`config.mk`:
```
export PLATFORM = sky130hd
export DESIGN_NAME = md_cart_responder
export DESIGN_NICKNAME = d
export VERILOG_FILES = /design/src/rtl/md_cart_responder.sv
export SDC_FILE = /design/constraint.sdc
export NUM_CORES = 1
export LEC_CHECK = 0
export ABC_CLOCK_PERIOD_IN_PS = 2600
export CAP_MARGIN = 20
export CORE_UTILIZATION = 40
export DETAILED_ROUTE_END_ITERATION = 7
export PLACE_DENSITY = 0.9
export SYNTH_ARGS = -nofsm -noshare
export SYNTH_HDL_FRONTEND = slang
export SYNTH_SLANG_ARGS = --single-unit
```
`constraint.sdc`:
```
create_clock -name MCLK2 -period 2.6 [get_ports MCLK2]
set_input_delay 0.65 -clock MCLK2 [delete_from_list [all_inputs] [get_ports MCLK2]]
set_output_delay 0.65 -clock MCLK2 [all_outputs]
set_load 0.05 [all_outputs]
```
`src/rtl/md_cart_responder.sv`:
```
// rtl/md_cart_responder.sv - cartridge-side cart bus responder with request/ack store port
// Optional TIME-region bank mapper and SRAM overlay: define MD_CART_MAPPER_EN.
module md_cart_responder #(
  parameter int MEM_AW = 24
) (
  input  logic              MCLK2,
  input  logic              ext_reset,
  input  logic [22:0]       cart_address,
  input  logic              cart_cs,
  input  logic              cart_oe,
  input  logic              cart_lwr,
  input  logic              cart_uwr,
  input  logic              cart_time,
  input  logic [15:0]       cart_data_wr,
  output logic [15:0]       cart_data,
  output logic              cart_data_en,
  output logic              ext_dtack,
  output logic              mem_req,
  output logic              mem_we,
  output logic [1:0]        mem_be,
  output logic [MEM_AW-1:0] mem_addr,
  output logic [15:0]       mem_wdata,
  output logic              mem_sram,
  input  logic [15:0]       mem_rdata,
  input  logic              mem_ack
);

  typedef enum logic [1:0] {S_IDLE, S_REQ, S_HOLD, S_DRAIN} state_t;

  state_t            state_q, state_d;
  logic              act, act_q, start_q;
  logic              is_wr;
  logic              mem_req_q, mem_req_d;
  logic              mem_we_q, mem_we_d;
  logic [1:0]        mem_be_q, mem_be_d;
  logic [MEM_AW-1:0] mem_addr_q, mem_addr_d;
  logic [15:0]       mem_wdata_q, mem_wdata_d;
  logic              mem_sram_q, mem_sram_d;
  logic [15:0]       rdata_q, rdata_d;
  logic [MEM_AW-1:0] map_addr;
  logic              map_sram;
  logic              t_act, t_act_q, time_busy_q, time_rd_q;
  logic              slot_rd_hold;
  logic              unused_addr;

  assign is_wr       = cart_lwr | cart_uwr;
  assign act         = cart_cs & (cart_oe | is_wr);
  assign t_act       = cart_time & (cart_oe | is_wr);
  assign unused_addr = ^cart_address[22:21];

  // Start is registered twice (edge flop, then pulse) so mem_req trails act by two clocks.
  always_ff @(posedge MCLK2 or posedge ext_reset) begin
    if (ext_reset) begin
      act_q   <= 1'b0;
      start_q <= 1'b0;
    end else begin
      act_q   <= act;
      start_q <= act & ~act_q;
    end
  end

`ifdef MD_CART_MAPPER_EN
  logic [2:0] slot;
  logic [5:0] bank_q [8];
  logic       sram_map_q;
  logic       tw, tw_q;

  assign slot = cart_address[20:18];
  assign tw   = cart_time & cart_lwr;

  always_ff @(posedge MCLK2 or posedge ext_reset) begin
    if (ext_reset) begin
      for (int i = 0; i < 8; i++) bank_q[i] <= 6'(i);
      sram_map_q <= 1'b0;
      tw_q       <= 1'b0;
    end else begin
      tw_q <= tw;
      if (tw & ~tw_q) begin
        if (cart_address[2:0] == 3'd0) sram_map_q <= cart_data_wr[0];
        else bank_q[cart_address[2:0]] <= cart_data_wr[5:0];
      end
    end
  end

  always_comb begin
    map_sram = 1'b0;
    map_addr = MEM_AW'({bank_q[slot], cart_address[17:0]});
    if (sram_map_q && slot[2]) begin
      map_sram = 1'b1;
      map_addr = MEM_AW'({6'h00, cart_address[17:0]});
    end
  end
`else
  assign map_sram = 1'b0;
  assign map_addr = MEM_AW'({3'b000, cart_address[20:0]});
`endif

  // TIME cycles never touch the store; they just acknowledge until cart_time drops.
  always_ff @(posedge MCLK2 or posedge ext_reset) begin
    if (ext_reset) begin
      t_act_q     <= 1'b0;
      time_busy_q <= 1'b0;
      time_rd_q   <= 1'b0;
    end else begin
      t_act_q <= t_act;
      if (!cart_time) begin
        time_busy_q <= 1'b0;
      end else if (t_act & ~t_act_q) begin
        time_busy_q <= 1'b1;
        time_rd_q   <= ~is_wr;
      end
    end
  end

  always_ff @(posedge MCLK2 or posedge ext_reset) begin
    if (ext_reset) begin
      state_q     <= S_IDLE;
      mem_req_q   <= 1'b0;
      mem_we_q    <= 1'b0;
      mem_be_q    <= 2'b00;
      mem_addr_q  <= '0;
      mem_wdata_q <= 16'h0000;
      mem_sram_q  <= 1'b0;
      rdata_q     <= 16'h0000;
    end else begin
      state_q     <= state_d;
      mem_req_q   <= mem_req_d;
      mem_we_q    <= mem_we_d;
      mem_be_q    <= mem_be_d;
      mem_addr_q  <= mem_addr_d;
      mem_wdata_q <= mem_wdata_d;
      mem_sram_q  <= mem_sram_d;
      rdata_q     <= rdata_d;
    end
  end

  always_comb begin
    state_d     = state_q;
    mem_req_d   = mem_req_q;
    mem_we_d    = mem_we_q;
    mem_be_d    = mem_be_q;
    mem_addr_d  = mem_addr_q;
    mem_wdata_d = mem_wdata_q;
    mem_sram_d  = mem_sram_q;
    rdata_d     = rdata_q;
    case (state_q)
      S_IDLE: begin
        if (start_q) begin
          state_d     = S_REQ;
          mem_req_d   = 1'b1;
          mem_we_d    = is_wr;
          mem_be_d    = is_wr ? {cart_uwr, cart_lwr} : 2'b11;
          mem_addr_d  = map_addr;
          mem_wdata_d = cart_data_wr;
          mem_sram_d  = map_sram;
        end
      end
      S_REQ: begin
        if (mem_ack) begin
          mem_req_d = 1'b0;
          if (act) begin
            state_d = S_HOLD;
            if (!mem_we_q) rdata_d = mem_rdata;
          end else begin
            state_d = S_IDLE;
          end
        end else if (!act) begin
          // Console gave up early; keep the request alive so the store's ack is consumed.
          state_d = S_DRAIN;
        end
      end
      S_HOLD: begin
        if (!act) state_d = S_IDLE;
      end
      S_DRAIN: begin
        if (mem_ack) begin
          state_d   = S_IDLE;
          mem_req_d = 1'b0;
        end
      end
      default: state_d = S_IDLE;
    endcase
  end

  assign slot_rd_hold = (state_q == S_HOLD) & ~mem_we_q;
  assign ext_dtack    = (state_q == S_HOLD) | time_busy_q;
  assign cart_data_en = slot_rd_hold | (time_busy_q & time_rd_q);
  assign cart_data    = slot_rd_hold ? rdata_q : 16'h0000;
  assign mem_req      = mem_req_q;
  assign mem_we       = mem_we_q;
  assign mem_be       = mem_be_q;
  assign mem_addr     = mem_addr_q;
  assign mem_wdata    = mem_wdata_q;
  assign mem_sram     = mem_sram_q;

endmodule

```
======== Yosys cells after proc, flatten, opt, wreduce, memory -nomap -nowiden ========
Cells that the tools add are included.
word-level totals
  bits in registers ....................... 64
  input port bits ......................... 63
  output and inout bits ................... 63
  logic and storage cells ................. 57
cells by class
  eq/ne operators ......................... 9
  muxes and demuxes ....................... 14
  bitwise operators ....................... 14
  reductions and logical operators ........ 8
operator list
  kind                  number
  $mux W16              1
  $mux W2               7
  $pmux W2 S4           1
  $reduce_and A4 Y1     2
  $and A1 B1 Y1         6
  $ne A2 B2 Y1 const B  3
  $eq A2 B2 Y1 const B  2
  $mux W1               4
  $ne A2 B1 Y1 const B  2
  $not A1 Y1            4
  $or A1 B1 Y1          4
  $reduce_and A2 Y1     2
  $ne A3 B3 Y1 const B  1
  $reduce_and A3 Y1     1
  $eq A2 B1 Y1 const B  1
  $logic_not A2 Y1      1
  $pmux W1 S2           1
  $reduce_bool A2 Y1    1
  $reduce_or A2 Y1      1

======== Logic depth before layout (Yosys ltp) ========
  word-level depth ........................ 6
  gate-level depth with buffers ........... 5
  gate-level depth less buffers ........... 4

======== Worst setup path after synthesis ========
No wires, ideal clock.
  path type ............................... register to output
  start point ............................. register mem_we_q, in the netlist mem_we
  end point ............................... output port cart_data[10]
  arrival time ............................ 1,548 ps
  required time ........................... 1,950 ps
  path slack .............................. 402 ps
  cell stages (with the launch flop) ...... 4
  path buffers ............................ 1
  cell sequence ........................... dfrtp_1 -> nor2_1 -> clkbuf_1 -> and2_1
on the way
  word-level cells in the longest chain between the ends .. 3
ends and longest elaborated chain
  what                    line  text
  start, declared         34    logic mem_we_q, mem_we_d;
  start signal, assigned  128   mem_we_q <= mem_we_d;
  $not A1 Y1 (no line)    --
  $and A1 B1 Y1           185   assign slot_rd_hold = (state_q == S_HOLD) & ~mem_we_q;
  $mux W16                188   assign cart_data = slot_rd_hold ? rdata_q : 16'h0000;
  end, declared           15    output logic [15:0] cart_data,
No other way between the ends.

======== Worst setup path after layout ========
  start point ............................. register state_q[0]
  end point ............................... output port ext_dtack
on the way
  word-level cells in the longest chain between the ends .. 2
ends and longest elaborated chain
  what                    line  text
  start, declared         30    state_t state_q, state_d;
  start signal, assigned  126   state_q <= state_d;
  $eq A2 B2 Y1            186   assign ext_dtack = (state_q == S_HOLD) | time_busy_q;
  $or A1 B1 Y1            186
  end, declared           17    output logic ext_dtack,
No other way between the ends.

==> reports/metrics.yaml <==
outcome:
  outcome: "finished, violations left"
  violations: "design-rule violations"
cells_and_area:
  seq_area_um2: 1600
  nNetsFinal: 365
  multi_input_area_um2: 918
  n_antenna_cell: 0
  final_cell_mix: "clkdlybuf4s50_1 (102), dfrtp_1 (64), mux2_2 (38)"
  final_common_cell: "clkdlybuf4s50_1"
  syn2layout_area_growth_pct: 63.5
  drive_gt1_share_pct: 29.0
  n_fill_cell: 473
  finish.utilization_pct: 67.4
synth:
  syn_avg_cell_area_um2: 14.8
  ys_seq_area_share_pct: 61.6
  ys_ff_latch: 64
  synth.cell_area_um2: 2600
  synth_warnings: 0
  synth_cell_types: 25
  synth_cells: 176
global_route:
  antenna_found_initial: 0
  grt_usage_pct: 18.2
  grt_pass1_vias: 1897
  grt-ovfl-total: 0
  grt_max_degree: 65
  grt_pass1_wl_um: 8980
power:
  pwr-share-comb_pct: 46.7
  p_int_w: 0.00272
  p_leak_nw: 1.87
  max-vdd-ir-drop_uv: 752
  total_power_w: 0.00456
  power_density_nw_per_um2: 1070
  p_clk_share_pct: 19.1
  seqPwrFrac_pct: 34.3
  p_sw_share_pct: 40.3
  p_switching_w: 0.00184
drt:
  drt_iter0_drc: 77
  wire_per_inst_um: 15.3
  dr.pass1.iters: 6
  vias: 1829
  drt-total-wl_um: 5880
  avgViaCountPerCell: 4.76
  final_antenna_net_count: 0
  drc: 1
die:
  die_y_um: 82.6
  core_area_um2: 6310
  io_pins: 126
  rows: 29
  start_util_pct: 41.2
  fp.dieW_um: 82.6
  die-area_um2: 6830
cts:
  cts_tree: "done"
  postCtsSetupBuffers: 0
  clk_latency_ps: 330
  clkTransAtPathRegs_ps: 70
  cts_root_buffer: "clkbuf_8"
  cts_buffer_depth: 2
  cts_sinks: 64
  cts_buffers: 9
  cts.repair.resized: 0
  htreeDepth: 3
  cts_hold_buf: 0
timing:
  relSlewSlack_pct: 62.8
  period_minus_slack_ps: 2540
  drv_slew: 0
  setup_tns_ps: 0
  tightestPinTransition_ps: 558
  skew_ps: 8.46
  setup_ws_ps: 63.0
  post-route-period-util_pct: 97.6
  hold_viol_final: 0
  setup_viol: 0
  rsz0062_at_grt: "false"
  timing.fmax_mhz: 394
placed_design:
  dp_slack_ps: 103
  dp_hpwl_um: 4350
  gp_congestion: 0.655
  io_buffers: 119
setup_path:
  cp.required_ps: 1950
  end_kind: "output port"
  r2r_start: "state_q[1]"
  setup.worst_path.start_class: "flop"
  arrival_ps: 1890
  worstRegToRegCells: 3
  path_max_fanout: 6
  crit_end: "ext_dtack"
  critical_path_class: "reg2out"
  startpoint: "state_q[0]"
  r2r-end: "mem_addr[7]"
  regToRegSetupSlack_ps: 960
job:
  drv_cap: 0
worst_hold_path:
  hold_class: "reg2reg"
[worst max-delay path: stages, from the launching register on]
cell             delay [ps]
dfrtp_1                 440
nand2b_1                210
nand2b_1                100
clkdlybuf4s50_1         810
[state kept, by name, indices dropped and copies added (netlist names), 2 cells and up]
signal     cells
mem_addr      21
mem_be         2
mem_wdata     16
rdata_q       16
state_q        2
[stage by stage]
stage | cells | instance area (um^2) | hold WS, ps
global route | 384 | 4250 | 431
detailed placement | 368 | 4050 | 388
global placement | 368 | 4050 | 381
CTS | 384 | 4250 | 400
floorplan | 179 | 2610 | 378
finish | 384 | 4250 | 397
[synthesized netlist by cell type]
cell	instances	area [um^2]
dfrtp_1	64	1600
mux2_2	38	428
and2_1	16	100
mux2_4	10	150
mux2_1	6	67.6
inv_1	5	18.8
nor2_1	5	18.8
a21o_1	4	30.0
buf_4	4	30.0
buf_2	3	15.0
clkbuf_1	3	11.3
buf_6	2	22.5
nand2b_1	2	12.5
o211ai_1	2	15.0
o21ai_0	2	10.0
a21oi_1	1	5.00
a31oi_1	1	6.26
conb_1	1	3.75
nand2_1	1	3.75
nand4b_1	1	8.76
nor2b_1	1	6.26
nor3b_1	1	7.51
o31a_1	1	8.76
o31ai_2	1	12.5
or4_1	1	7.51
[how the worst min path moves through the flow]
stage	end	slack, ps	cells past startpoint	from
2_1_floorplan	start_q	380	1	act_q
3_3_place_gp	start_q	380	1	act_q
3_5_place_dp	start_q	390	1	act_q
4_1_cts	start_q	400	1	act_q
5_1_grt	start_q	430	1	act_q
6_report	start_q	400	1	act_q
[power groups by stage]
stage                     combinational, W  sequential [W]  clock (W)
after floorplan                   0.000498         0.00245          0
after global placement             0.00211         0.00156          0
after detailed placement           0.00215         0.00159          0
after CTS                          0.00215         0.00157   0.000892
after global routing               0.00222         0.00162   0.000932
final                              0.00213         0.00157   0.000870
[metal layers]
layer  share of wire (%)  vias up  wire length, um  track usage (%)
met4                 2.6        0              152             10.3
met5                   0        -                0                0
met3                 6.1       14              361             4.07
met1                  37      897             2200             20.5
li1                    -      851                -                -
met2                  54       67             3170             31.6
[layout make-up]
cell class,count,share of cell area (%)
sequential,64,37.7
timing repair buffer,124,33.2
multi-input combinational,98,21.6
clock buffer,11,3.56
tap,77,2.27
clock inverter,5,1.29
inverter,5,0.441
[kinds of logic (layout without fill, tap and decap cells)]
logic type | Yosys count | in the layout | share of synthesized area [%]
AND/OR/NAND/NOR | 28 | 28 | 6.35
flip-flops | 64 | 64 | 61.6
AO/OA/AOI/OAI | 12 | 12 | 3.37
multiplexers | 54 | 54 | 24.8
other | 1 | 4 | 0.144
buffers and inverters | 17 | 145 | 3.75
Note: power is estimated with default switching activity, not from simulation.
==> edit, RTL diff (same settings) <==
`MEM_AW`: 24 -> 48.
--- a/src/rtl/md_cart_responder.sv
+++ b/src/rtl/md_cart_responder.sv
@@ -2,5 +2,5 @@
 // Optional TIME-region bank mapper and SRAM overlay: define MD_CART_MAPPER_EN.
 module md_cart_responder #(
-  parameter int MEM_AW = 24
+  parameter int MEM_AW = 48
 ) (
   input  logic              MCLK2,
Ports: changed (resized mem_addr); port bits go from 126 to 150. No check against the original RTL was run, so the function may have changed too.
==> edit against the unedited design <==
- wire length grew 0.43%
- setup slack gained 230 ps
- register-to-register slack about the same
- sequential cell count did not move
- clock power is 18% higher
- total power up 5.1%
- synthesized area is 6.9% higher
- cell area up 3.3%
- non-clock buffer count up 1
- critical path type unchanged
- critical endpoint is now cart_data[2]
- largest cell class unchanged
- highest routed layer unchanged
==> edit: results (changes against the unedited design) <==
vias 1886 (+3.1%); Data arrival, critical path 1660 ps (-230 ps); Max Clk Rate 432.9 MHz (+9.8%); GR Util All Layers 0.1750 (-0.007151); vias in the first global route 2022 (+6.6%); outcome completed; sequential share of the synthesized area 0.5758 (-0.03988); final WL 5.901 mm (+0.43%); Final Wtd Congestion 0.6603 (+0.86%); IR Drop Worst-Case VDD 0.7586 mV (+0.84%); placed cell count 396 (+7.6%); Reg2Reg Capture Point rdata_q[14]$_DFFE_PP0P_; maximum buffer depth of the clock tree 2 (unchanged); Fill cells 516 (+9.1%); fin cells 412 (+7.3%); largest cells by area after synthesis dfrtp_1 (58%), mux2_2 (15%), buf_4 (7.6%); first drt pass iteration count 5 (-1); Post-Syn Instances 200 (+14%); share of layout cells above drive strength 1 0.2711 (-0.01882); yosys warns 0 (unchanged); First DRT Iteration DRCs 50 (-35%); min-delay src act_q$_DFF_PP0_; nets 390 (+6.8%); hold_ws 402.1 ps (+5.400 ps); commonest cells in the netlist dfrtp_1 (64), mux2_2 (38), buf_4 (28), and2_1 (16), mux2_4 (10); Max Clock Skew 8.457 ps (-0.002440 ps); worst relative slew slack 0.6388 (+0.01060); setup bufs post-CTS 0 (unchanged); crit path max fanout 17 (+11); HPWL after detailed placement 4.209 mm (-3.3%); first-pass GRT wire length 9.653 mm (+7.5%)
[edit: cell families (layout without fill, tap and decap cells)]
family / after synthesis / in the layout / synth area share
flops: 64 / 64 / 0.5758
mux: 54 / 54 / 0.2321
buf+inv: 41 / 146 / 0.09986
simple gates: 28 / 28 / 0.05938
compound gates: 12 / 12 / 0.03149
other cells: 1 / 28 / 0.001348
[edit: final cells by class]
type	instances	share of cell area
Clock inverter	7	0.02733
Clock buffer	9	0.02819
Timing Repair Buffer	125	0.3235
Sequential cell	64	0.3645
Multi-Input combinational cell	122	0.2295
Tap cell	80	0.02278
Inverter	5	0.004271
[edit: worst max path at each step]
| stage | cells after the start | endpoint | start |
|---|---|---|---|
| after floorplan | 1 | act_q$_DFF_PP0_ | ext_reset |
| after global placement | 5 | rdata_q[10]$_DFFE_PP0P_ | cart_uwr |
| after detailed placement | 5 | rdata_q[14]$_DFFE_PP0P_ | cart_uwr |
| after CTS | 3 | ext_dtack | state_q[0]$_DFFE_PP0P_ |
| after global routing | 5 | cart_data[12] | state_q[0]$_DFFE_PP0P_ |
| final | 5 | cart_data[2] | state_q[0]$_DFFE_PP0P_ |
[edit: where the power goes]
part           switching [mW]  internal (mW)  leakage [nW]  total, mW
registers               0.195           1.37         0.777       1.57
logic                    1.34          0.862          1.09       2.20
clock network           0.388          0.638         0.119       1.03
total                    1.92           2.87          1.98       4.80
[edit: worst max-delay path: stages (launching register included)]
cell      delay [ps]
dfrtp_1          440
nand2b_1         210
nor2_1           110
buf_4            200
and2_1           210
buf_12           150
[edit: routing by layer]
| metal | vias up | share of wire | global-route usage |
|---|---|---|---|
| li1 | 877 | - | - |
| met4 | 0 | 0.011 | 0.06364 |
| met3 | 6 | 0.066 | 0.06420 |
| met1 | 919 | 0.39 | 0.2010 |
| met5 | - | 0 | 0 |
| met2 | 84 | 0.53 | 0.3006 |
[edit: metrics by stage]
stage / util / power [mW] / instance area (sq um)
final: 0.6504 / 4.795 / 4394
after global routing: 0.6504 / 5.034 / 4394
after CTS: 0.6500 / 4.852 / 4392
after detailed placement: 0.6139 / 3.801 / 4148
after global placement: 0.6139 / 3.741 / 4148
after floorplan: - / 3.054 / 2883
